--- config.mk ---
export PLATFORM = sky130hd
export DESIGN_NAME = leaf_stream_buffer
export DESIGN_NICKNAME = d
export VERILOG_FILES = /design/src/rtl/leaf_stream_pkg.sv /design/src/rtl/leaf_stream_fifo.sv /design/src/rtl/leaf_stream_buffer.sv
export SDC_FILE = /design/constraint.sdc
export NUM_CORES = 1
export LEC_CHECK = 0
export ABC_AREA = 1
export ABC_CLOCK_PERIOD_IN_PS = 2600
export CAP_MARGIN = 15
export CORE_MARGIN = 4
export CORE_UTILIZATION = 50
export CTS_CLUSTER_DIAMETER = 120
export DETAILED_ROUTE_END_ITERATION = 10
export PLACE_DENSITY = 0.83
export SLEW_MARGIN = 20
export SYNTH_ARGS = -nofsm -noshare
export SYNTH_HDL_FRONTEND = slang
export SYNTH_SLANG_ARGS = --single-unit
--- constraint.sdc ---
create_clock -name clk_user -period 2.6 [get_ports clk_user]
set_input_delay 0.39 -clock clk_user [delete_from_list [all_inputs] [get_ports clk_user]]
set_output_delay 0.39 -clock clk_user [all_outputs]
set_load 0.005 [all_outputs]
--- src/rtl/leaf_stream_pkg.sv ---
// Shared defaults and bus-slicing helper for the leaf stream buffer.
package leaf_stream_pkg;

  localparam int PAYLOAD_BITS_DEF = 32;
  localparam int COUNT_BITS_DEF   = 16;

  // LSB position of channel k inside a flat bus of width-bit channels.
  function automatic int slice_lsb(input int k, input int width);
    return k * width;
  endfunction

endpackage

--- src/rtl/leaf_stream_fifo.sv ---
// Single-channel first-word-fall-through FIFO with registered ack/valid and a
// synchronous flush; storage is a small register array.
module leaf_stream_fifo
  import leaf_stream_pkg::*;
#(
  parameter int PAYLOAD_BITS    = PAYLOAD_BITS_DEF,
  parameter int FIFO_DEPTH_BITS = 2
) (
  input  logic                    clk_user,
  input  logic                    reset_n,
  input  logic                    flush,
  input  logic                    wr_vld,
  output logic                    wr_ack,
  input  logic [PAYLOAD_BITS-1:0] wr_data,
  output logic                    rd_vld,
  input  logic                    rd_ack,
  output logic [PAYLOAD_BITS-1:0] rd_data,
  output logic                    empty
);

  localparam int DEPTH = 1 << FIFO_DEPTH_BITS;
  localparam int OW    = FIFO_DEPTH_BITS + 1;

  logic [PAYLOAD_BITS-1:0]    mem [DEPTH];
  logic [FIFO_DEPTH_BITS-1:0] wr_ptr;
  logic [FIFO_DEPTH_BITS-1:0] rd_ptr;
  logic [OW-1:0]              occ;
  logic [OW-1:0]              occ_nxt;
  logic                       wr_ack_q;
  logic                       rd_vld_q;
  logic                       wr_fire;
  logic                       rd_fire;

  // Flush masks the registered handshakes so nothing moves while it is held.
  assign wr_ack  = wr_ack_q & ~flush;
  assign rd_vld  = rd_vld_q & ~flush;
  assign rd_data = rd_vld ? mem[rd_ptr] : '0;
  assign empty   = ~rd_vld_q;

  assign wr_fire = wr_vld & wr_ack;
  assign rd_fire = rd_ack & rd_vld;

  always_comb begin
    occ_nxt = occ + OW'(wr_fire) - OW'(rd_fire);
  end

  always_ff @(posedge clk_user or negedge reset_n) begin
    if (!reset_n) begin
      wr_ptr   <= '0;
      rd_ptr   <= '0;
      occ      <= '0;
      wr_ack_q <= 1'b0;
      rd_vld_q <= 1'b0;
    end else if (flush) begin
      wr_ptr   <= '0;
      rd_ptr   <= '0;
      occ      <= '0;
      wr_ack_q <= 1'b1;
      rd_vld_q <= 1'b0;
    end else begin
      if (wr_fire) wr_ptr <= wr_ptr + FIFO_DEPTH_BITS'(1);
      if (rd_fire) rd_ptr <= rd_ptr + FIFO_DEPTH_BITS'(1);
      occ      <= occ_nxt;
      wr_ack_q <= (occ_nxt != OW'(DEPTH));
      rd_vld_q <= (occ_nxt != '0);
    end
  end

  always_ff @(posedge clk_user) begin
    if (wr_fire) mem[wr_ptr] <= wr_data;
  end

endmodule

--- src/rtl/leaf_stream_buffer.sv ---
// Buffered bridge between the leaf interface and an HLS kernel: one FIFO per
// channel in each direction, per-channel delivered-word counters and an idle flag.
module leaf_stream_buffer
  import leaf_stream_pkg::*;
#(
  parameter int PAYLOAD_BITS    = PAYLOAD_BITS_DEF,
  parameter int NUM_IN_PORTS    = 2,
  parameter int NUM_OUT_PORTS   = 2,
  parameter int FIFO_DEPTH_BITS = 2,
  parameter int COUNT_BITS      = COUNT_BITS_DEF
) (
  input  logic                                clk_user,
  input  logic                                reset_n,
  input  logic                                flush,
  input  logic [NUM_IN_PORTS*PAYLOAD_BITS-1:0]  din_i2u,
  input  logic [NUM_IN_PORTS-1:0]               vld_i2u,
  output logic [NUM_IN_PORTS-1:0]               ack_i2u,
  output logic [NUM_IN_PORTS*PAYLOAD_BITS-1:0]  dout_user,
  output logic [NUM_IN_PORTS-1:0]               vld_user,
  input  logic [NUM_IN_PORTS-1:0]               ack_user,
  input  logic [NUM_OUT_PORTS*PAYLOAD_BITS-1:0] din_user,
  input  logic [NUM_OUT_PORTS-1:0]              vld_from_user,
  output logic [NUM_OUT_PORTS-1:0]              ack_to_user,
  output logic [NUM_OUT_PORTS*PAYLOAD_BITS-1:0] dout_u2i,
  output logic [NUM_OUT_PORTS-1:0]              vld_u2i,
  input  logic [NUM_OUT_PORTS-1:0]              ack_u2i,
  output logic [NUM_IN_PORTS*COUNT_BITS-1:0]    in_count,
  output logic [NUM_OUT_PORTS*COUNT_BITS-1:0]   out_count,
  output logic                                  idle
);

  logic [NUM_IN_PORTS-1:0]  in_empty;
  logic [NUM_OUT_PORTS-1:0] out_empty;
  logic [COUNT_BITS-1:0]    in_cnt_q  [NUM_IN_PORTS];
  logic [COUNT_BITS-1:0]    out_cnt_q [NUM_OUT_PORTS];

  for (genvar k = 0; k < NUM_IN_PORTS; k++) begin : g_in
    leaf_stream_fifo #(
      .PAYLOAD_BITS   (PAYLOAD_BITS),
      .FIFO_DEPTH_BITS(FIFO_DEPTH_BITS)
    ) u_fifo (
      .clk_user(clk_user),
      .reset_n (reset_n),
      .flush   (flush),
      .wr_vld  (vld_i2u[k]),
      .wr_ack  (ack_i2u[k]),
      .wr_data (din_i2u[slice_lsb(k, PAYLOAD_BITS) +: PAYLOAD_BITS]),
      .rd_vld  (vld_user[k]),
      .rd_ack  (ack_user[k]),
      .rd_data (dout_user[slice_lsb(k, PAYLOAD_BITS) +: PAYLOAD_BITS]),
      .empty   (in_empty[k])
    );

    // vld_user is already masked by flush, so counters hold during a flush.
    always_ff @(posedge clk_user or negedge reset_n) begin
      if (!reset_n) begin
        in_cnt_q[k] <= '0;
      end else if (vld_user[k] && ack_user[k]) begin
        in_cnt_q[k] <= in_cnt_q[k] + COUNT_BITS'(1);
      end
    end

    assign in_count[slice_lsb(k, COUNT_BITS) +: COUNT_BITS] = in_cnt_q[k];
  end

  for (genvar k = 0; k < NUM_OUT_PORTS; k++) begin : g_out
    leaf_stream_fifo #(
      .PAYLOAD_BITS   (PAYLOAD_BITS),
      .FIFO_DEPTH_BITS(FIFO_DEPTH_BITS)
    ) u_fifo (
      .clk_user(clk_user),
      .reset_n (reset_n),
      .flush   (flush),
      .wr_vld  (vld_from_user[k]),
      .wr_ack  (ack_to_user[k]),
      .wr_data (din_user[slice_lsb(k, PAYLOAD_BITS) +: PAYLOAD_BITS]),
      .rd_vld  (vld_u2i[k]),
      .rd_ack  (ack_u2i[k]),
      .rd_data (dout_u2i[slice_lsb(k, PAYLOAD_BITS) +: PAYLOAD_BITS]),
      .empty   (out_empty[k])
    );

    always_ff @(posedge clk_user or negedge reset_n) begin
      if (!reset_n) begin
        out_cnt_q[k] <= '0;
      end else if (vld_u2i[k] && ack_u2i[k]) begin
        out_cnt_q[k] <= out_cnt_q[k] + COUNT_BITS'(1);
      end
    end

    assign out_count[slice_lsb(k, COUNT_BITS) +: COUNT_BITS] = out_cnt_q[k];
  end

  assign idle = (&in_empty) & (&out_empty);

endmodule

-- After elaboration in Yosys (flattened, before gate mapping)
Memory sizes are Yosys's and may differ from the RTL's.
Cells that the tools add are included.
- logic and storage cells: 132
- memories kept: 4
- flip-flop bits (word level): 100
- RAM bits: 512
- input bits: 139
- output and inout bits: 201
- memory list (memory ; depth ; bits a word ; rd ports ; clocked after Yosys merged registers in ; write ports ; line ; text):
    g_in[0].u_fifo.mem ; 4 ; 32 ; 1 ; 0 ; 1 ; leaf_stream_fifo.sv:24 ; logic [PAYLOAD_BITS-1:0] mem [DEPTH];
    g_in[1].u_fifo.mem ; 4 ; 32 ; 1 ; 0 ; 1 ; leaf_stream_fifo.sv:24 ;
    g_out[0].u_fifo.mem ; 4 ; 32 ; 1 ; 0 ; 1 ; leaf_stream_fifo.sv:24 ;
    g_out[1].u_fifo.mem ; 4 ; 32 ; 1 ; 0 ; 1 ; leaf_stream_fifo.sv:24 ;
- bitwise gates (word level): 22
- reductions and logical operators: 18
- equality and inequality tests: 4
- $add $sub $neg: 20
- multiplexer cells: 40
- operator list (operator ; number):
    32-bit two-way mux ; 4
    16-bit by 1-bit adder with 16-bit output (second input constant) ; 4
    2-bit two-way mux ; 16
    1-bit bitwise AND ; 17
    2-bit by 1-bit adder with 2-bit output (second input constant) ; 8
    1-bit two-way mux ; 16
    2-bit nonzero test ; 8
    3-bit by 1-bit adder with 3-bit output ; 4
    3-bit two-way mux ; 4
    3-bit inequality test (second input constant) ; 4
    3-bit nonzero test ; 4
    3-bit by 1-bit subtractor with 3-bit output ; 4
    1-bit inverter ; 5
    1-bit logical AND ; 4
    2-bit AND reduction ; 2

-- Longest topological paths before layout
- word-level depth: 7
- depth in mapped cells: 13
- depth with buffers taken out: 11

-- By module
Synthesis repeated with hierarchy kept, for this count alone.
- cell total of the unflattened synthesis: 2683
- area, all modules: 27188.6 µm²
- by module, submodules not included (module ; seq. area each (µm²) ; area an instance (µm²) ; cells each ; times used):
    leaf_stream_fifo at g_in[0].u_fifo ... ; 4068.9 ; 5992.0 ; 575 ; 3
    leaf_stream_fifo at g_out[0].u_fifo ; 4068.9 ; 5985.7 ; 575 ; 1
    leaf_stream_buffer ; 1601.5 ; 3226.8 ; 383 ; 1

-- Worst setup path before layout
Ideal clock, no wire load.
- path type: input to register
- start point: input flush
- end point: memory g_in[0].u_fifo.mem[0][0] (netlist bit) (enable)
- data required time: 2.179 ns
- stages on the path: 4
- library setup time: 0.421 ns
- path buffers: 1
- path slack: 0.046 ns
- arrival: 2.133 ns
- cell sequence: buf_6 > nor2_1 > nand2_1 > nor2_1
- longest elaborated chain between the ends: 5
- ends and longest elaborated chain (what ; line ; text):
    from (decl) ; leaf_stream_buffer.sv:14 ; input logic flush,
    1-bit inverter ; leaf_stream_fifo.sv:35 ; assign wr_ack = wr_ack_q & ~flush;
    1-bit bitwise AND ; leaf_stream_fifo.sv:35 ;
    net g_in[0].u_fifo.wr_ack ; leaf_stream_fifo.sv:13 ; output logic wr_ack,
    1-bit bitwise AND ; leaf_stream_fifo.sv:40 ; assign wr_fire = wr_vld & wr_ack;
    1-bit two-way mux ; leaf_stream_fifo.sv:70 ; if (wr_fire) mem[wr_ptr] <= wr_data;
    1-bit two-way mux (not written as such) ; leaf_stream_fifo.sv:70 ;
    to (decl) ; leaf_stream_fifo.sv:24 ;
The timed path passes the listed nets, and every way through them passes these cells.

-- Final worst setup path
- start point: register g_in[1].u_fifo.rd_ptr[0]
- end point: output dout_user[35]
- longest elaborated chain between the ends: 2
- ends and longest elaborated chain (what ; line ; text):
    from (decl) ; leaf_stream_fifo.sv:26 ; logic [FIFO_DEPTH_BITS-1:0] rd_ptr;
    from (signal assigned) ; leaf_stream_fifo.sv:62 ; if (rd_fire) rd_ptr <= rd_ptr + FIFO_DEPTH_BITS'(1);
    memory read 4 x 32 bit ; -- ;
    32-bit two-way mux ; leaf_stream_fifo.sv:37 ; assign rd_data = rd_vld ? mem[rd_ptr] : '0;
    to (decl) ; leaf_stream_buffer.sv:18 ; output logic [NUM_IN_PORTS*PAYLOAD_BITS-1:0] dout_user,
Every way passes these cells.

==> impl_metrics.csv <==
group,metric,value,unit
run_status,status,"finished, final reports clean",
placement,place_area,29800,um2
placement,place_congestion,0.871,
power_and_ir_drop,power.density,805,nW/um2
routing,final_antenna_net_count,0,
floorplanning,dieArea,53700,um2
global_route,use_met1,0.283,
floorplanning,initial_core_util,0.509,
routing,first_pass_iters,5,
sta,drv_slew,0,
clock_tree,numCtsBuffers,60,
global_route,grt_first_pass_wirelength,97.5,mm
clock_tree,clock_path_buffers,3,
sta,worst_slew_pin_slew,0.567,ns
sta,fmax,392,MHz
global_route,antenna_found_initial,4,
synth,seq_area_frac_synth,0.715,
power_and_ir_drop,vdd_drop_max,0.000613,V
power_and_ir_drop,power,26.2,mW
power_and_ir_drop,p_leak,12.7,nW
critical_path,start_kind,"flop",
critical_path,timing.rr.start,"g_in[1].u_fifo.rd_vld_q",
synth,synth_area,25000,um2
sta,finalSetupViolations,0,
synth,ys_ff_latch,612,
synth,syn_area_per_cell,11.7,um2
sta,rsz0062_at_grt,"yes",
routing,vias,17700,
critical_path,cp-end-kind,"output port",
critical_path,crit_arrival,2.16,ns
cells_and_area,syn_to_final_growth,30.3,%
synth,ys_types,35,
sta,fin_crit_sh,0.981,
clock_tree,cts_max_level,2,
min_path,hp-class,"in -> async",
cells_and_area,stdcell_area,32600,um2
critical_path,path_max_fanout,7,
cells_and_area,drive_gt1_frac,0.118,
routing,vias_per_cell,5.43,
critical_path,r2r_slack,0.59,ns
floorplanning,die_w,232,um
critical_path,r2r.worst_path.cells,10,
cells_and_area,nets,2719,
cells_and_area,final_common_cell,"nor2_1",
sta,min_period,2.55,ns
clock_tree,cts_root_buffer,"clkbuf_16",
routing,wl,63.4,mm
cells_and_area,nFillCells,3416,
synth,ys_warn_count,0,
sta,hold_viol,0,
global_route,grt_max_degree,39,
cells_and_area,layout_common_cells,"nor2_1, edfxtp_1, clkdlybuf4s50_1, o21ai_0, nand2_1",
synth,netlist_instances,2129,
critical_path,rr_endpoint,"g_in[1].u_fifo.rd_vld_q",
global_route,use_met2,0.408,
global_route,grt_use_met3,0.0492,
sta,skew,0.0100,ns
floorplanning,ioPinCount,340,
floorplanning,row_count,81,
clock_tree,clkTransAtPathRegs,0.06,ns
floorplanning,core,49200,um2
global_route,grt_pass1_vias,18200,
synth,synth_nets,2300,
routing,drtIter0Drc,1325,
critical_path,critical_path_required,2.21,ns
sta,max_slew_margin,0.622,
global_route,top_usage_layer,"met2",
clock_tree,cts_tree,"done",
global_route,grtUsageTotal,0.229,
placement,dp_hpwl,38.1,mm
floorplanning,dieHeight,232,um
global_route,grt-ovfl-total,0,
critical_path,critical_path_class,"reg -> out",
routing,drc,0,
placement,io_buffers,339,
clock_tree,cts.sinks,612,
job,maxCapViolCount,0,
routing,post_drt_wl_per_cell,19.4,um
clock_tree,clk_latency,0.59,ns
[state kept, by name (all words and copies together), names as in the netlist]
signal                 count
in_count                  32
g_in.u_fifo.mem          256
g_out.u_fifo.occ           6
g_in.u_fifo.wr_ack_q       2
g_in.u_fifo.rd_ptr         4
g_out.u_fifo.mem         256
g_in.u_fifo.occ            6
g_in.u_fifo.wr_ptr         4
g_out.u_fifo.rd_ptr        4
g_out.u_fifo.rd_vld_q      2
g_out.u_fifo.wr_ack_q      2
g_in.u_fifo.rd_vld_q       2
g_out.u_fifo.wr_ptr        4
out_count                 32
[critical path, cell delays in order, from the launching register on]
cell           delay [ns]
dfrtp_2              0.45
buf_12               0.15
buf_12               0.12
buf_2                0.16
nor2_1               0.14
nor2_1               0.06
o21ai_0              0.11
a21oi_1              0.12
dlygate4sd2_1        0.28
[routing by layer]
layer	up-vias	share of wire
met5	-	0
met2	777	0.51
met1	8683	0.38
met3	118	0.086
li1	8148	-
met4	0	0.023
[where the power goes]
part / internal, mW / switching (mW)
Clock: 4.89 / 3.60
Sequential: 11.5 / 0.457
Combinational: 2.57 / 3.17
Total: 19.0 / 7.22
[cell families (layout without fill, tap and decap cells)]
| logic type | after synthesis | after routing | share of synthesized area |
|---|---|---|---|
| flip-flops | 612 | 612 | 0.715 |
| adder cells (fa/ha/maj) | 32 | 32 | 0.0172 |
| AO/OA/AOI/OAI | 406 | 406 | 0.0822 |
| buffers and inverters | 218 | 687 | 0.0369 |
| XOR/XNOR | 51 | 51 | 0.0182 |
| AND/OR/NAND/NOR | 810 | 810 | 0.131 |
| other | 0 | 5 | 0 |
[synthesized netlist by cell type, drive strengths merged]
master | count | share of area
a21oi | 134 | 0.027
a22o | 4 | 0.0014
and2 | 2 | 0.00050
buf | 49 | 0.011
clkbuf | 59 | 0.0089
clkinv | 1 | 0.00035
dfrtp | 100 | 0.10
edfxtp | 512 | 0.61
fa | 4 | 0.0032
ha | 28 | 0.014
inv | 109 | 0.016
nand2 | 142 | 0.022
nand3 | 32 | 0.0079
nand3b | 1 | 0.00045
nand4 | 16 | 0.0040
nor2 | 611 | 0.095
nor3 | 5 | 0.0010
nor4 | 1 | 0.00025
o21ai | 265 | 0.053
o31ai | 3 | 0.00090
xnor2 | 24 | 0.0084
xor2 | 27 | 0.0098
[worst max path at each step]
| stage | from | to |
|---|---|---|
| after detailed placement | flush | g_in[0].u_fifo.wr_ack_q |
| final | g_in[1].u_fifo.rd_ptr[0] | dout_user[35] |
| after floorplan | flush | g_in[0].u_fifo.mem[0][0] |
| after global placement | flush | g_in[0].u_fifo.rd_vld_q |
| after global routing | g_in[1].u_fifo.rd_ptr[1] | dout_user[37] |
| after CTS | g_out[0].u_fifo.rd_ptr[0] | dout_u2i[9] |
[final cells by class]
type,instances,area (um2),area share
tap,664,831,0.0255
multi-input combinational,1299,6410,0.197
antenna,5,12.5,0.000384
clock buffer,73,1570,0.0482
timing repair buffer,465,5060,0.155
inverter,110,449,0.0138
clock inverter,39,354,0.0109
sequential,612,17900,0.549
[what timing repair did]
action,4_1_cts,5_1_grt
gates cloned,9,2
buffers inserted,28,14
gates resized for setup,250,81
setup endpoints to repair,128,62
hold buffers,1,0
pin swaps,38,25
endpoints found under the hold margin,34,0
[through the flow]
stage               worst slack, ns  TNS (ns)  std cells  hold WS [ns]   util
global route                -0.0410    -0.259       3265         0.346  0.663
detailed placement           -0.102    -0.606       3097         0.425  0.606
floorplan                    0.0462         0       2129        0.0944      -
finish                       0.0495         0       3267         0.323  0.663
CTS                          -0.189     -1.65       3247         0.312  0.657
global placement            -0.0302   -0.0984       3097         0.418  0.606
No activity file was read; power rests on OpenSTA's default activity.
